### src/rtl/servant_pkg.sv
// Shared definitions for the servant power sequencer.
// Holds the 3-bit FSM state width and the state encoding.
package servant_pkg;

    localparam int PS_W = 3;

    typedef enum logic [PS_W-1:0] {
        PS_OFF  = 3'd0,
        PS_WAKE = 3'd1,
        PS_ON   = 3'd2,
        PS_IDLE = 3'd3,
        PS_COOL = 3'd4
    } ps_e;

endpackage

### src/rtl/servant_sync2.sv
// Two-flop synchroniser, parameterised width, async active-high reset.
// Ports: i_clk, i_rst, i_d (async input), o_q (synchronised output).
module servant_sync2 #(
    parameter int W = 1
) (
    input  logic         i_clk,
    input  logic         i_rst,
    input  logic [W-1:0] i_d,
    output logic [W-1:0] o_q
);

    logic [W-1:0] r_s1;
    logic [W-1:0] r_s2;

    always_ff @(posedge i_clk or posedge i_rst) begin
        if (i_rst) begin
            r_s1 <= '0;
            r_s2 <= '0;
        end else begin
            r_s1 <= i_d;
            r_s2 <= r_s1;
        end
    end

    assign o_q = r_s2;

endmodule

### src/rtl/servant_power_sequencer.sv
// Always-on HF oscillator enable controller running on the slow clock.
// Ports: i_clk, i_rst, i_req, i_force_on in; o_clk_en, o_ready, o_ack,
// o_tick, o_state out (state is debug only).
module servant_power_sequencer
    import servant_pkg::*;
#(
    parameter int N_REQ        = 2,
    parameter int CNT_W        = 16,
    parameter int WAKE_CYCLES  = 2,
    parameter int IDLE_TIMEOUT = 16,
    parameter int COOL_CYCLES  = 1,
    parameter int PERIOD       = 0
) (
    input  logic             i_clk,
    input  logic             i_rst,
    input  logic [N_REQ-1:0] i_req,
    input  logic             i_force_on,
    output logic             o_clk_en,
    output logic             o_ready,
    output logic [N_REQ-1:0] o_ack,
    output logic             o_tick,
    output logic [PS_W-1:0]  o_state
);

    localparam logic [CNT_W-1:0] LP_WAKE = CNT_W'(WAKE_CYCLES - 1);
    localparam logic [CNT_W-1:0] LP_IDLE = CNT_W'(IDLE_TIMEOUT - 1);
    localparam logic [CNT_W-1:0] LP_COOL = CNT_W'(COOL_CYCLES - 1);
    localparam logic [CNT_W-1:0] LP_PMAX =
        CNT_W'((PERIOD == 0) ? 0 : PERIOD - 1);

    logic [N_REQ:0]   w_sync;
    logic [N_REQ-1:0] w_req_s;
    logic             w_force_s;
    logic             w_any;

    ps_e              r_state;
    logic [CNT_W-1:0] r_cnt;
    logic [CNT_W-1:0] r_pcnt;
    logic             r_tick_pend;
    logic             r_clk_en;
    logic             r_ready;
    logic [N_REQ-1:0] r_ack;
    logic             r_tick;

    servant_sync2 #(
        .W (N_REQ + 1)
    ) u_sync (
        .i_clk (i_clk),
        .i_rst (i_rst),
        .i_d   ({i_force_on, i_req}),
        .o_q   (w_sync)
    );

    assign w_req_s   = w_sync[N_REQ-1:0];
    assign w_force_s = w_sync[N_REQ];
    assign w_any     = (|w_req_s) | w_force_s | r_tick_pend;

    // Main FSM; outputs are registered alongside the next state.
    always_ff @(posedge i_clk or posedge i_rst) begin
        if (i_rst) begin
            r_state  <= PS_OFF;
            r_cnt    <= '0;
            r_clk_en <= 1'b0;
            r_ready  <= 1'b0;
            r_ack    <= '0;
            r_tick   <= 1'b0;
        end else begin
            r_tick <= 1'b0;
            r_ack  <= '0;
            // Saturating countdown; state loads below take priority.
            if (r_cnt != '0) begin
                r_cnt <= r_cnt - 1'b1;
            end
            unique case (r_state)
                PS_OFF: begin
                    if (w_any) begin
                        r_state  <= PS_WAKE;
                        r_cnt    <= LP_WAKE;
                        r_clk_en <= 1'b1;
                    end
                end
                PS_WAKE: begin
                    if (r_cnt == '0) begin
                        r_state <= PS_ON;
                        r_ready <= 1'b1;
                    end
                end
                PS_ON: begin
                    r_ack <= w_req_s;
                    if (r_tick_pend) begin
                        r_tick <= 1'b1;
                    end
                    if (!w_any) begin
                        r_state <= PS_IDLE;
                        r_cnt   <= LP_IDLE;
                    end
                end
                PS_IDLE: begin
                    if (w_any) begin
                        // Re-entry grants immediately from this cycle's requests.
                        r_state <= PS_ON;
                        r_ack   <= w_req_s;
                    end else if (r_cnt == '0) begin
                        r_state  <= PS_COOL;
                        r_cnt    <= LP_COOL;
                        r_clk_en <= 1'b0;
                        r_ready  <= 1'b0;
                    end
                end
                PS_COOL: begin
                    if (r_cnt == '0) begin
                        r_state <= PS_OFF;
                    end
                end
                default: begin
                    r_state <= PS_OFF;
                end
            endcase
        end
    end

    // Periodic wake timer. A fresh wrap wins over a same-cycle service
    // so that no wrap is ever lost; repeated wraps merge into one pend.
    always_ff @(posedge i_clk or posedge i_rst) begin
        if (i_rst) begin
            r_pcnt      <= '0;
            r_tick_pend <= 1'b0;
        end else begin
            if (r_state == PS_ON && r_tick_pend) begin
                r_tick_pend <= 1'b0;
            end
            if (PERIOD != 0) begin
                if (r_pcnt == LP_PMAX) begin
                    r_pcnt      <= '0;
                    r_tick_pend <= 1'b1;
                end else begin
                    r_pcnt <= r_pcnt + 1'b1;
                end
            end
        end
    end

    assign o_clk_en = r_clk_en;
    assign o_ready  = r_ready;
    assign o_ack    = r_ack;
    assign o_tick   = r_tick;
    assign o_state  = r_state;

endmodule

### config.mk
export PLATFORM = sky130hd
export DESIGN_NAME = servant_power_sequencer
export DESIGN_NICKNAME = d
export VERILOG_FILES = /design/src/rtl/servant_pkg.sv /design/src/rtl/servant_sync2.sv /design/src/rtl/servant_power_sequencer.sv
export SDC_FILE = /design/constraint.sdc
export NUM_CORES = 1
export LEC_CHECK = 0
export CORE_MARGIN = 3
export CORE_UTILIZATION = 61
export DETAILED_ROUTE_END_ITERATION = 12
export MAX_ROUTING_LAYER = met4
export PLACE_DENSITY = 0.95
export SYNTH_ARGS = -nofsm -noshare
export SYNTH_HDL_FRONTEND = slang
export SYNTH_SLANG_ARGS = --single-unit
### constraint.sdc
create_clock -name i_clk -period 3.5 [get_ports i_clk]
set_input_delay 0.525 -clock i_clk [delete_from_list [all_inputs] [get_ports i_clk]]
set_output_delay 0.525 -clock i_clk [all_outputs]
set_load 0.005 [all_outputs]
Word level (Yosys, flattened, before mapping). Cells that the tools add are included.

Register bits: 29. Input port bits: 5. Output and inout port bits: 8. Word-level logic and storage cells: 50.

$add $sub $neg: 1. Equal/unequal tests: 11. Muxes and demuxes: 21. Bitwise logic cells: 1. Reduce and logical (&&, ||, !) cells: 9.

Operators by type and width (count): 2-to-1 mux 16 bit (5); one-hot mux 16 bit (3 select lines) (1); 2-to-1 mux 3 bit (6); zero test 16 bit (1); nonzero test 16 bit (1); subtractor 16 x 1 -> 16 bit, second input constant (1); one-hot mux 3 bit (5 select lines) (1); != test 2 bit, second input constant (6); AND reduction 4 bit (2); equality test 3 x 2 -> 1 bit, second input constant (2); AND reduction 5 bit (1); 2-to-1 mux 1 bit (4); one-hot mux 1 bit (2 select lines) (2); one-hot mux 2 bit (2 select lines) (1); nonzero test 2 bit (2); equality test 3 x 1 -> 1 bit, second input constant (1); equality test 3 bit, second input constant (1); zero test 3 bit (1); != test 3 bit, second input constant (1); 2-to-1 mux 2 bit (1); OR reduction 2 bit (1); bitwise OR 1 bit (1).

Depth between registers and ports, before layout. Gate-level depths: netlist of the first run.

Depth after elaboration: 5. Gate-level depth with buffers: 9. Gate-level depth less buffers: 9.

By module. A second synthesis of the first run with hierarchy kept.

Cell total of the unflattened synthesis: 150. Area, all modules: 1491.4 µm².

Modules (own cells, without submodules): servant_power_sequencer (times used 1, cells an instance 143, area an instance 1337.5 µm², sequential area each 575.6 µm²); servant_sync2 (times used 1, cells an instance 7, area an instance 153.9 µm², sequential area each 150.1 µm²).

Least setup slack after synthesis of the first run. OpenSTA, ideal clock, no wires.

Kind: register -> register. Start point: register r_cnt[0]. End point: register r_cnt[0]. Library setup time: 87 ps. Arrival: 1853 ps. Data required time: 3413 ps. Slack: 1560 ps. Stages on the path, launching flop included: 10. Buffers on the path: 0. Period minus slack after synthesis: 1940 ps. Path through: dfrtp_1 -> inv_1 -> ha_1 -> nor3b_2 -> nand2_2 -> nor2_1 -> inv_1 -> ha_1 -> o2bb2ai_1 -> a22oi_1.

Cells in the longest elaborated chain, start to end: 5. Elaborated cells between the ends (all ways): 9. Classes of those cells: 1 x add/sub; 6 x mux; 2 x reduce/logical.

RTL lines: from (decl) (RTL line servant_power_sequencer.sv:37) `logic [CNT_W-1:0] r_cnt;`; from (signal assigned) (RTL line servant_power_sequencer.sv:72) `r_cnt <= r_cnt - 1'b1;`; subtractor 16 x 1 -> 16 bit or nonzero test 16 bit (tied branches) (RTL line servant_power_sequencer.sv:72, servant_power_sequencer.sv:71); 2-to-1 mux 16 bit (RTL line servant_power_sequencer.sv:71) `if (r_cnt != '0) begin`; 2-to-1 mux 16 bit (RTL line servant_power_sequencer.sv:103) `end else if (r_cnt == '0) begin`; 2-to-1 mux 16 bit (RTL line servant_power_sequencer.sv:99) `if (w_any) begin`; one-hot mux 16 bit (3 select lines) * (RTL line servant_power_sequencer.sv:74) `unique case (r_state)`.

Mark *: on every way between the ends. The rest lies on a longest branch, timed or not. A chain may end at the register's enable or synchronous reset.

Final worst setup path of the first run. Ends and elaborated chain as after synthesis.

==> results of run 1 <==
## kinds of logic (layout without fill, tap and decap cells)
logic type	count (synthesis)	after routing	share of synthesized area, %
adders and majority gates	2	2	1.65
muxes	2	2	1.32
AOI/OAI and AO/OA	45	45	21.5
buffers and inverters	10	25	3.29
other	1	1	0.247
and+or+nand+nor	55	55	24.2
DFF	29	29	47.8
## cell usage in the layout (no fill, tap or decap), types with 2 or more instances in the layout
| cell type | netlist | layout |
|---|---|---|
| nand2b_1 | 2 | 2 |
| nand3_2 | 3 | 3 |
| and3_1 | 2 | 2 |
| nor2_1 | 8 | 8 |
| dfrtp_1 | 29 | 29 |
| o21ai_0 | 12 | 12 |
| clkdlybuf4s50_1 | 0 | 11 |
| mux2i_1 | 2 | 2 |
| a21oi_1 | 6 | 6 |
| and2_1 | 2 | 2 |
| o31ai_1 | 2 | 2 |
| a22oi_2 | 3 | 3 |
| nand2_1 | 7 | 7 |
| a22oi_1 | 8 | 8 |
| nor2b_1 | 2 | 2 |
| or4_1 | 5 | 5 |
| ha_1 | 2 | 2 |
| clkbuf_4 | 0 | 5 |
| nand4_1 | 2 | 2 |
| inv_1 | 5 | 5 |
| or3_1 | 5 | 5 |
| nor3_1 | 3 | 3 |
## cells in the mapped netlist (3+ instances only)
cell type  instances  area, µm²
a21oi_1            6       30.0
a22oi_1            8       60.1
nand2_1            7       26.3
inv_1              5       18.8
or4_1              5       37.5
dfrtp_1           29        726
or3_1              5       31.3
a22oi_2            3       37.5
buf_4              3       22.5
o21ai_0           12       60.1
nand3_2            3       30.0
nor2_1             8       30.0
nor3_1             3       15.0
## routing by layer
layer  vias to the layer above  share of wire, %  global-route usage [%]
li1                        574                 -                       -
met1                       595                43                    28.5
met2                        46                49                    37.0
met3                         9               6.0                    6.26
met4                         0               2.0                    8.14
met5                         -                 0                       -
## stage by stage
stage	std cells	power [mW]
floorplan	144	1.06
global placement	179	1.21
detailed placement	179	1.26
CTS	187	1.56
global route	187	1.66
finish	187	1.55
## power groups by stage
stage	sequential, mW	clock [mW]	combinational, mW
after global placement	0.578	0	0.633
after floorplan	0.549	0	0.513
after detailed placement	0.590	0	0.670
after global routing	0.605	0.308	0.746
final	0.588	0.291	0.675
after CTS	0.586	0.295	0.675
## layout make-up
class / instances / area share [%]
clock buffers: 6 / 2.97
clock inverters: 2 / 2.17
inverters: 5 / 1.09
multi-input cells: 105 / 43.0
flip-flops and latches: 29 / 42.0
well taps: 28 / 2.03
repair buffers: 12 / 6.80
## final timing paths
check                                 to  slack, ps  depth (start not counted)
max                             r_cnt[0]       1240                          9
min                        u_sync.o_q[0]        360                          0
max reg2reg                     r_cnt[0]       1240                          9
min reg2reg                u_sync.o_q[0]        360                          0
max in group asynchronous       r_cnt[3]       2090                          2
min in group asynchronous       r_cnt[8]        760                          2
## worst register-to-register path: stages (launching register included)
cell,delay (ps)
dfrtp_1,430
inv_1,100
ha_1,200
nor3b_2,380
nand2_2,180
nor2_1,230
inv_1,70
ha_1,300
o2bb2ai_1,130
a22oi_1,190
## flip-flops by register name, indices dropped and copies added, names as in the netlist
signal / count
u_sync.r_s1: 3
o_ack: 2
o_ready: 1
o_clk_en: 1
o_state: 3
r_cnt: 16
u_sync.o_q: 3
==> impl_metrics.xml, run 1 <==
<?xml version="1.0" encoding="UTF-8"?>
<metrics>
  <group name="outcome">
    <metric name="outcome" unit="">finished clean</metric>
  </group>
  <group name="clocking">
    <metric name="clock_tree_from_tritoncts" unit="">yes</metric>
    <metric name="cts_buffer_depth" unit="">2</metric>
    <metric name="cts_sinks" unit="">29</metric>
    <metric name="cts_setup_buffers" unit="">0</metric>
    <metric name="ctsRootBufferMaster" unit="">clkbuf_4</metric>
    <metric name="tritoncts.num_buffers" unit="">5</metric>
    <metric name="cts-hold-fix-buffers" unit="">0</metric>
    <metric name="clock_latency_of_the_later_clocked_register_in_the_worst_skew_pair" unit="ps">330</metric>
    <metric name="clock_tree.htree_level_count" unit="">2</metric>
    <metric name="path_clk_slew" unit="ps">90</metric>
    <metric name="ctsResizeCount" unit="">0</metric>
  </group>
  <group name="synth">
    <metric name="syn-instance-count" unit="">144</metric>
    <metric name="postSynth.topFlopCell" unit="">dfrtp_1</metric>
    <metric name="async_reset_ff_share" unit="%">100</metric>
    <metric name="syn_nets" unit="">151</metric>
    <metric name="synth_sequential_area_ratio" unit="%">47.8</metric>
    <metric name="ys_seq_elements" unit="">29</metric>
    <metric name="synth_edf_count" unit="">0</metric>
    <metric name="synth.avg_cell_area" unit="µm²">10.5</metric>
    <metric name="mappedNetlistArea" unit="µm²">1520</metric>
    <metric name="synth_warnings" unit="">0</metric>
    <metric name="yosys.cell_types.count" unit="">52</metric>
  </group>
  <group name="floorplanning">
    <metric name="site_row_count" unit="">17</metric>
    <metric name="die_h" unit="µm">55.9</metric>
    <metric name="io_pins" unit="">13</metric>
    <metric name="chipWidth" unit="µm">55.9</metric>
    <metric name="die_area" unit="µm²">3120</metric>
    <metric name="core_area" unit="µm²">2300</metric>
    <metric name="initial_core_util" unit="%">66.1</metric>
  </group>
  <group name="global_routing">
    <metric name="grt_antenna_before_repair" unit="">0</metric>
    <metric name="grt_max_degree" unit="">30</metric>
    <metric name="first_global_vias" unit="">1244</metric>
    <metric name="globalRoute.totalOverflow" unit="">0</metric>
    <metric name="gr-usage-all-layers" unit="%">23.2</metric>
    <metric name="grt_pass1_wl" unit="µm">5620</metric>
  </group>
  <group name="placement">
    <metric name="pre_cts_slack" unit="ps">1310</metric>
    <metric name="hpwlAfterDp" unit="µm">2270</metric>
    <metric name="io_buffer_count" unit="">11</metric>
    <metric name="final_estimated_routing_congestion_in_global_placement" unit="">0.887</metric>
    <metric name="post_dp_cell_area" unit="µm²">1640</metric>
  </group>
  <group name="layout">
    <metric name="layout.area.seq" unit="µm²">726</metric>
    <metric name="syn2layout_area_growth" unit="%">13.8</metric>
    <metric name="insertedDiodeCount" unit="">0</metric>
    <metric name="fraction_of_final_layout_cells_sized_beyond_drive_strength_1" unit="%">17.6</metric>
    <metric name="n_fill_cell" unit="">162</metric>
    <metric name="finish.utilization" unit="%">75.3</metric>
    <metric name="final_cell_area" unit="µm²">1730</metric>
    <metric name="multi_input_area" unit="µm²">743</metric>
    <metric name="number_of_nets_in_the_final_layout" unit="">165</metric>
  </group>
  <group name="sta">
    <metric name="final.setup.tns" unit="ps">0</metric>
    <metric name="final-hold-violation-count" unit="">0</metric>
    <metric name="relSlewSlack" unit="%">27.5</metric>
    <metric name="fin_hold_ws" unit="ps">356</metric>
    <metric name="skew" unit="ps">9.03</metric>
    <metric name="final-setup-viol-count" unit="">0</metric>
    <metric name="fmax" unit="MHz">442</metric>
    <metric name="layout_worst_path_cycle_share" unit="%">64.6</metric>
    <metric name="timing.final.crit_period" unit="ps">2260</metric>
    <metric name="finalMaxSlewViolations" unit="">0</metric>
    <metric name="worst_pin_slew" unit="ps">1090</metric>
    <metric name="final.setup.worst_slack" unit="ps">1240</metric>
    <metric name="rsz0062_at_grt" unit="">false</metric>
  </group>
  <group name="setup_path">
    <metric name="crit_path_max_incr_delay" unit="ps">430</metric>
    <metric name="crit_fanout" unit="">8</metric>
    <metric name="cp_cell_sequence" unit="">inv_1 &gt; ha_1 &gt; nor3b_2 &gt; nand2_2 &gt; nor2_1 &gt; inv_1 &gt; ha_1 &gt; o2bb2ai_1 &gt; a22oi_1</metric>
    <metric name="critical_path.top_delay_family" unit="">simple AND/OR/NAND/NOR gates</metric>
    <metric name="criticalPathCategory" unit="">reg2reg</metric>
    <metric name="cp.arrival" unit="ps">2510</metric>
    <metric name="timing.critical_path.from_type" unit="">flip-flop</metric>
    <metric name="critical_path_required_time" unit="ps">3740</metric>
    <metric name="worstPathBufferInverterCount" unit="">2</metric>
    <metric name="cp_slowest_cell" unit="">dfrtp_1</metric>
    <metric name="setup.worst_path.start" unit="">r_cnt[0]</metric>
    <metric name="worstReg2RegStart" unit="">r_cnt[0]</metric>
    <metric name="critical_path.endpoint_type" unit="">flip-flop</metric>
  </group>
  <group name="drt">
    <metric name="antenna_left" unit="">0</metric>
    <metric name="dr.pass1.iters" unit="">4</metric>
    <metric name="vias_per_cell" unit="">6.55</metric>
    <metric name="dr_total_vias" unit="">1224</metric>
    <metric name="count_of_unresolved_drc_violations_after_routing" unit="">0</metric>
    <metric name="post_drt_wl_per_cell" unit="µm">17.2</metric>
    <metric name="wirelength" unit="µm">3220</metric>
    <metric name="drt_first_iter_violations" unit="">52</metric>
  </group>
  <group name="pwr">
    <metric name="max-vdd-ir-drop" unit="V">0.000593</metric>
    <metric name="clock_power_share" unit="%">18.7</metric>
    <metric name="pwr-share-comb" unit="%">43.4</metric>
    <metric name="static_leakage" unit="nW">0.747</metric>
    <metric name="p_sw_share" unit="%">41.6</metric>
    <metric name="power.density_cell_area" unit="nW/µm²">899</metric>
    <metric name="power.switching" unit="mW">0.647</metric>
    <metric name="power.sequential.fraction" unit="%">37.8</metric>
    <metric name="cellInternalPower" unit="mW">0.907</metric>
  </group>
  <group name="run">
    <metric name="maxCapViolCount" unit="">0</metric>
  </group>
  <group name="hold_path">
    <metric name="timing.hold.worst.start" unit="">u_sync.r_s1[0]</metric>
    <metric name="holdCritPathClass" unit="">reg2reg</metric>
  </group>
</metrics>
Note: power is estimated with default switching activity, not from simulation.
==> run 2: changes to the inputs <==
--- a/config.mk
+++ b/config.mk
@@ -6,10 +6,10 @@
 export NUM_CORES = 1
 export LEC_CHECK = 0
 export CORE_MARGIN = 3
-export CORE_UTILIZATION = 61
+export CORE_UTILIZATION = 56
 export DETAILED_ROUTE_END_ITERATION = 12
 export MAX_ROUTING_LAYER = met4
-export PLACE_DENSITY = 0.95
+export PLACE_DENSITY = 0.9
 export SYNTH_ARGS = -nofsm -noshare
 export SYNTH_HDL_FRONTEND = slang
 export SYNTH_SLANG_ARGS = --single-unit
==> constraint.sdc (replaced) <==
create_clock -name i_clk -period 2.16 [get_ports i_clk]
set_input_delay 0.324 -clock i_clk [delete_from_list [all_inputs] [get_ports i_clk]]
set_output_delay 0.324 -clock i_clk [all_outputs]
set_load 0.005 [all_outputs]
==> run 2 against run 1 <==
  * Non-clock buffer count increased by 6
  * Core utilization decreased by 4.6 points
  * Power increased by 68%
  * Critical path type unchanged
  * Critical endpoint unchanged
  * Largest cell class unchanged
  * Highest routed layer unchanged
==> impl_metrics.xml, run 2 (synthesized netlist as in run 1, its figures left out) <==
<?xml version="1.0" encoding="UTF-8"?>
<metrics>
  <group name="outcome">
    <metric name="outcome" unit="">finished clean</metric>
  </group>
  <group name="sta">
    <metric name="layout_worst_path_cycle_share" unit="%">93.4</metric>
    <metric name="timing.final.crit_period" unit="ps">2020</metric>
    <metric name="final.setup.tns" unit="ps">0</metric>
    <metric name="final.setup.worst_slack" unit="ps">142</metric>
    <metric name="relSlewSlack" unit="%">64.5</metric>
    <metric name="worst_pin_slew" unit="ps">528</metric>
    <metric name="finalMaxSlewViolations" unit="">0</metric>
    <metric name="final-setup-viol-count" unit="">0</metric>
    <metric name="fin_hold_ws" unit="ps">349</metric>
    <metric name="skew" unit="ps">20.1</metric>
    <metric name="fmax" unit="MHz">496</metric>
    <metric name="final-hold-violation-count" unit="">0</metric>
    <metric name="rsz0062_at_grt" unit="">false</metric>
  </group>
  <group name="clocking">
    <metric name="cts-hold-fix-buffers" unit="">0</metric>
    <metric name="cts_sinks" unit="">29</metric>
    <metric name="path_clk_slew" unit="ps">110</metric>
    <metric name="clock_latency_of_the_later_clocked_register_in_the_worst_skew_pair" unit="ps">330</metric>
    <metric name="clock_tree_from_tritoncts" unit="">yes</metric>
    <metric name="tritoncts.num_buffers" unit="">5</metric>
    <metric name="clock_tree.htree_level_count" unit="">2</metric>
    <metric name="ctsRootBufferMaster" unit="">clkbuf_4</metric>
    <metric name="cts_buffer_depth" unit="">2</metric>
  </group>
  <group name="placement">
    <metric name="io_buffer_count" unit="">11</metric>
    <metric name="hpwlAfterDp" unit="µm">2390</metric>
    <metric name="pre_cts_slack" unit="ps">81.6</metric>
    <metric name="final_estimated_routing_congestion_in_global_placement" unit="">0.886</metric>
  </group>
  <group name="setup_path">
    <metric name="criticalPathCategory" unit="">reg2reg</metric>
    <metric name="critical_path.endpoint_type" unit="">flip-flop</metric>
    <metric name="cp.arrival" unit="ps">2280</metric>
    <metric name="critical_path_required_time" unit="ps">2420</metric>
    <metric name="r2r.worst_path.cells" unit="">9</metric>
    <metric name="worst_r2r_endpoint" unit="">r_cnt[0]</metric>
    <metric name="worst-r2r-setup-slack" unit="ps">140</metric>
    <metric name="setup.worst_path.start" unit="">r_cnt[0]</metric>
    <metric name="worstReg2RegStart" unit="">r_cnt[0]</metric>
    <metric name="timing.critical_path.from_type" unit="">flip-flop</metric>
    <metric name="crit_fanout" unit="">4</metric>
  </group>
  <group name="layout">
    <metric name="insertedDiodeCount" unit="">0</metric>
    <metric name="final_cell_mix" unit="">dfrtp_1 (29), o21ai_0 (12), clkdlybuf4s50_1 (11), nor2_1 (8), a22oi_1 (8)</metric>
    <metric name="fraction_of_final_layout_cells_sized_beyond_drive_strength_1" unit="%">20.6</metric>
    <metric name="finish.utilization" unit="%">70.7</metric>
    <metric name="largest-register" unit="">r_cnt</metric>
    <metric name="largest_register_ffs" unit="">16</metric>
    <metric name="syn2layout_area_growth" unit="%">17.4</metric>
    <metric name="mostFrequentLayoutCell" unit="">dfrtp_1</metric>
    <metric name="number_of_nets_in_the_final_layout" unit="">171</metric>
  </group>
  <group name="floorplanning">
    <metric name="core_area" unit="µm²">2520</metric>
    <metric name="initial_core_util" unit="%">60.2</metric>
    <metric name="chipWidth" unit="µm">58.1</metric>
    <metric name="site_row_count" unit="">18</metric>
    <metric name="die_h" unit="µm">58.1</metric>
    <metric name="die_area" unit="µm²">3370</metric>
    <metric name="io_pins" unit="">13</metric>
  </group>
  <group name="drt">
    <metric name="vias_per_cell" unit="">6.45</metric>
    <metric name="post_drt_wl_per_cell" unit="µm">16.9</metric>
    <metric name="wirelength" unit="µm">3300</metric>
    <metric name="count_of_unresolved_drc_violations_after_routing" unit="">0</metric>
    <metric name="drt_first_iter_violations" unit="">67</metric>
    <metric name="dr_total_vias" unit="">1257</metric>
    <metric name="dr.pass1.iters" unit="">4</metric>
    <metric name="antenna_left" unit="">0</metric>
  </group>
  <group name="pwr">
    <metric name="static_leakage" unit="nW">0.777</metric>
    <metric name="power.switching" unit="mW">1.07</metric>
    <metric name="post-layout-total-power" unit="mW">2.61</metric>
    <metric name="p_sw_share" unit="%">40.9</metric>
    <metric name="clock_power_share" unit="%">18.2</metric>
    <metric name="pwr-share-comb" unit="%">45.1</metric>
    <metric name="max-vdd-ir-drop" unit="V">0.000824</metric>
    <metric name="power.sequential.fraction" unit="%">36.7</metric>
    <metric name="power.density_cell_area" unit="nW/µm²">1460</metric>
    <metric name="cellInternalPower" unit="mW">1.54</metric>
  </group>
  <group name="global_routing">
    <metric name="grt_antenna_before_repair" unit="">0</metric>
    <metric name="grt_max_degree" unit="">30</metric>
    <metric name="globalRoute.totalOverflow" unit="">0</metric>
    <metric name="gr-usage-all-layers" unit="%">23.1</metric>
    <metric name="first_global_vias" unit="">1254</metric>
    <metric name="grt_pass1_wl" unit="µm">5700</metric>
  </group>
  <group name="run">
    <metric name="maxCapViolCount" unit="">0</metric>
  </group>
  <group name="hold_path">
    <metric name="holdCritPathClass" unit="">in2async</metric>
  </group>
</metrics>
run 2: power by group through the flow:
stage          logic [mW]  registers (mW)  clock network, mW
2_1_floorplan       0.831           0.889                  0
3_3_place_gp         1.10           0.934                  0
3_5_place_dp         1.15           0.958                  0
4_1_cts              1.15           0.947              0.490
5_1_grt              1.32           0.988              0.512
6_report             1.18           0.958              0.474
run 2: critical path, stage by stage, from the launching register on:
cell	delay, ps
dfrtp_1	440
inv_1	100
ha_1	200
nor3b_4	260
nand2_2	80
nor2_1	210
inv_1	70
ha_1	290
o2bb2ai_1	130
a22oi_1	170
run 2: timing repair:
item	CTS	global route
buffers inserted	0	1
gates resized for setup	0	1
setup endpoints to repair	0	3
run 2: stage by stage:
stage,cell area [µm²],instances
2_1_floorplan,1520,144
5_1_grt,1780,195
3_5_place_dp,1680,186
6_report,1780,195
3_3_place_gp,1680,186
4_1_cts,1770,194
run 2: final cells by class:
cell class	instances	area, µm²
Multi-Input combinational cell	105	749
Fill cell	186	739
Sequential cell	29	726
Timing Repair Buffer	18	163
Clock buffer	6	51.3
Clock inverter	2	37.5
Tap cell	30	37.5
Inverter	5	18.8
run 2: worst max path at each step:
stage	end	slack, ps	cells after the start
after global placement	r_cnt[0]	180	9
final	r_cnt[0]	140	9
after global routing	r_cnt[0]	3	9
after floorplan	r_cnt[0]	220	9
after detailed placement	r_cnt[0]	80	9
after CTS	r_cnt[0]	80	9
run 2: per-layer routing:
layer	GRT usage [%]	up-vias	routed length, µm
met2	35.8	56	1630
li1	-	583	-
met3	5.57	8	200
met4	12.3	0	68
met5	-	-	0
met1	27.9	610	1400
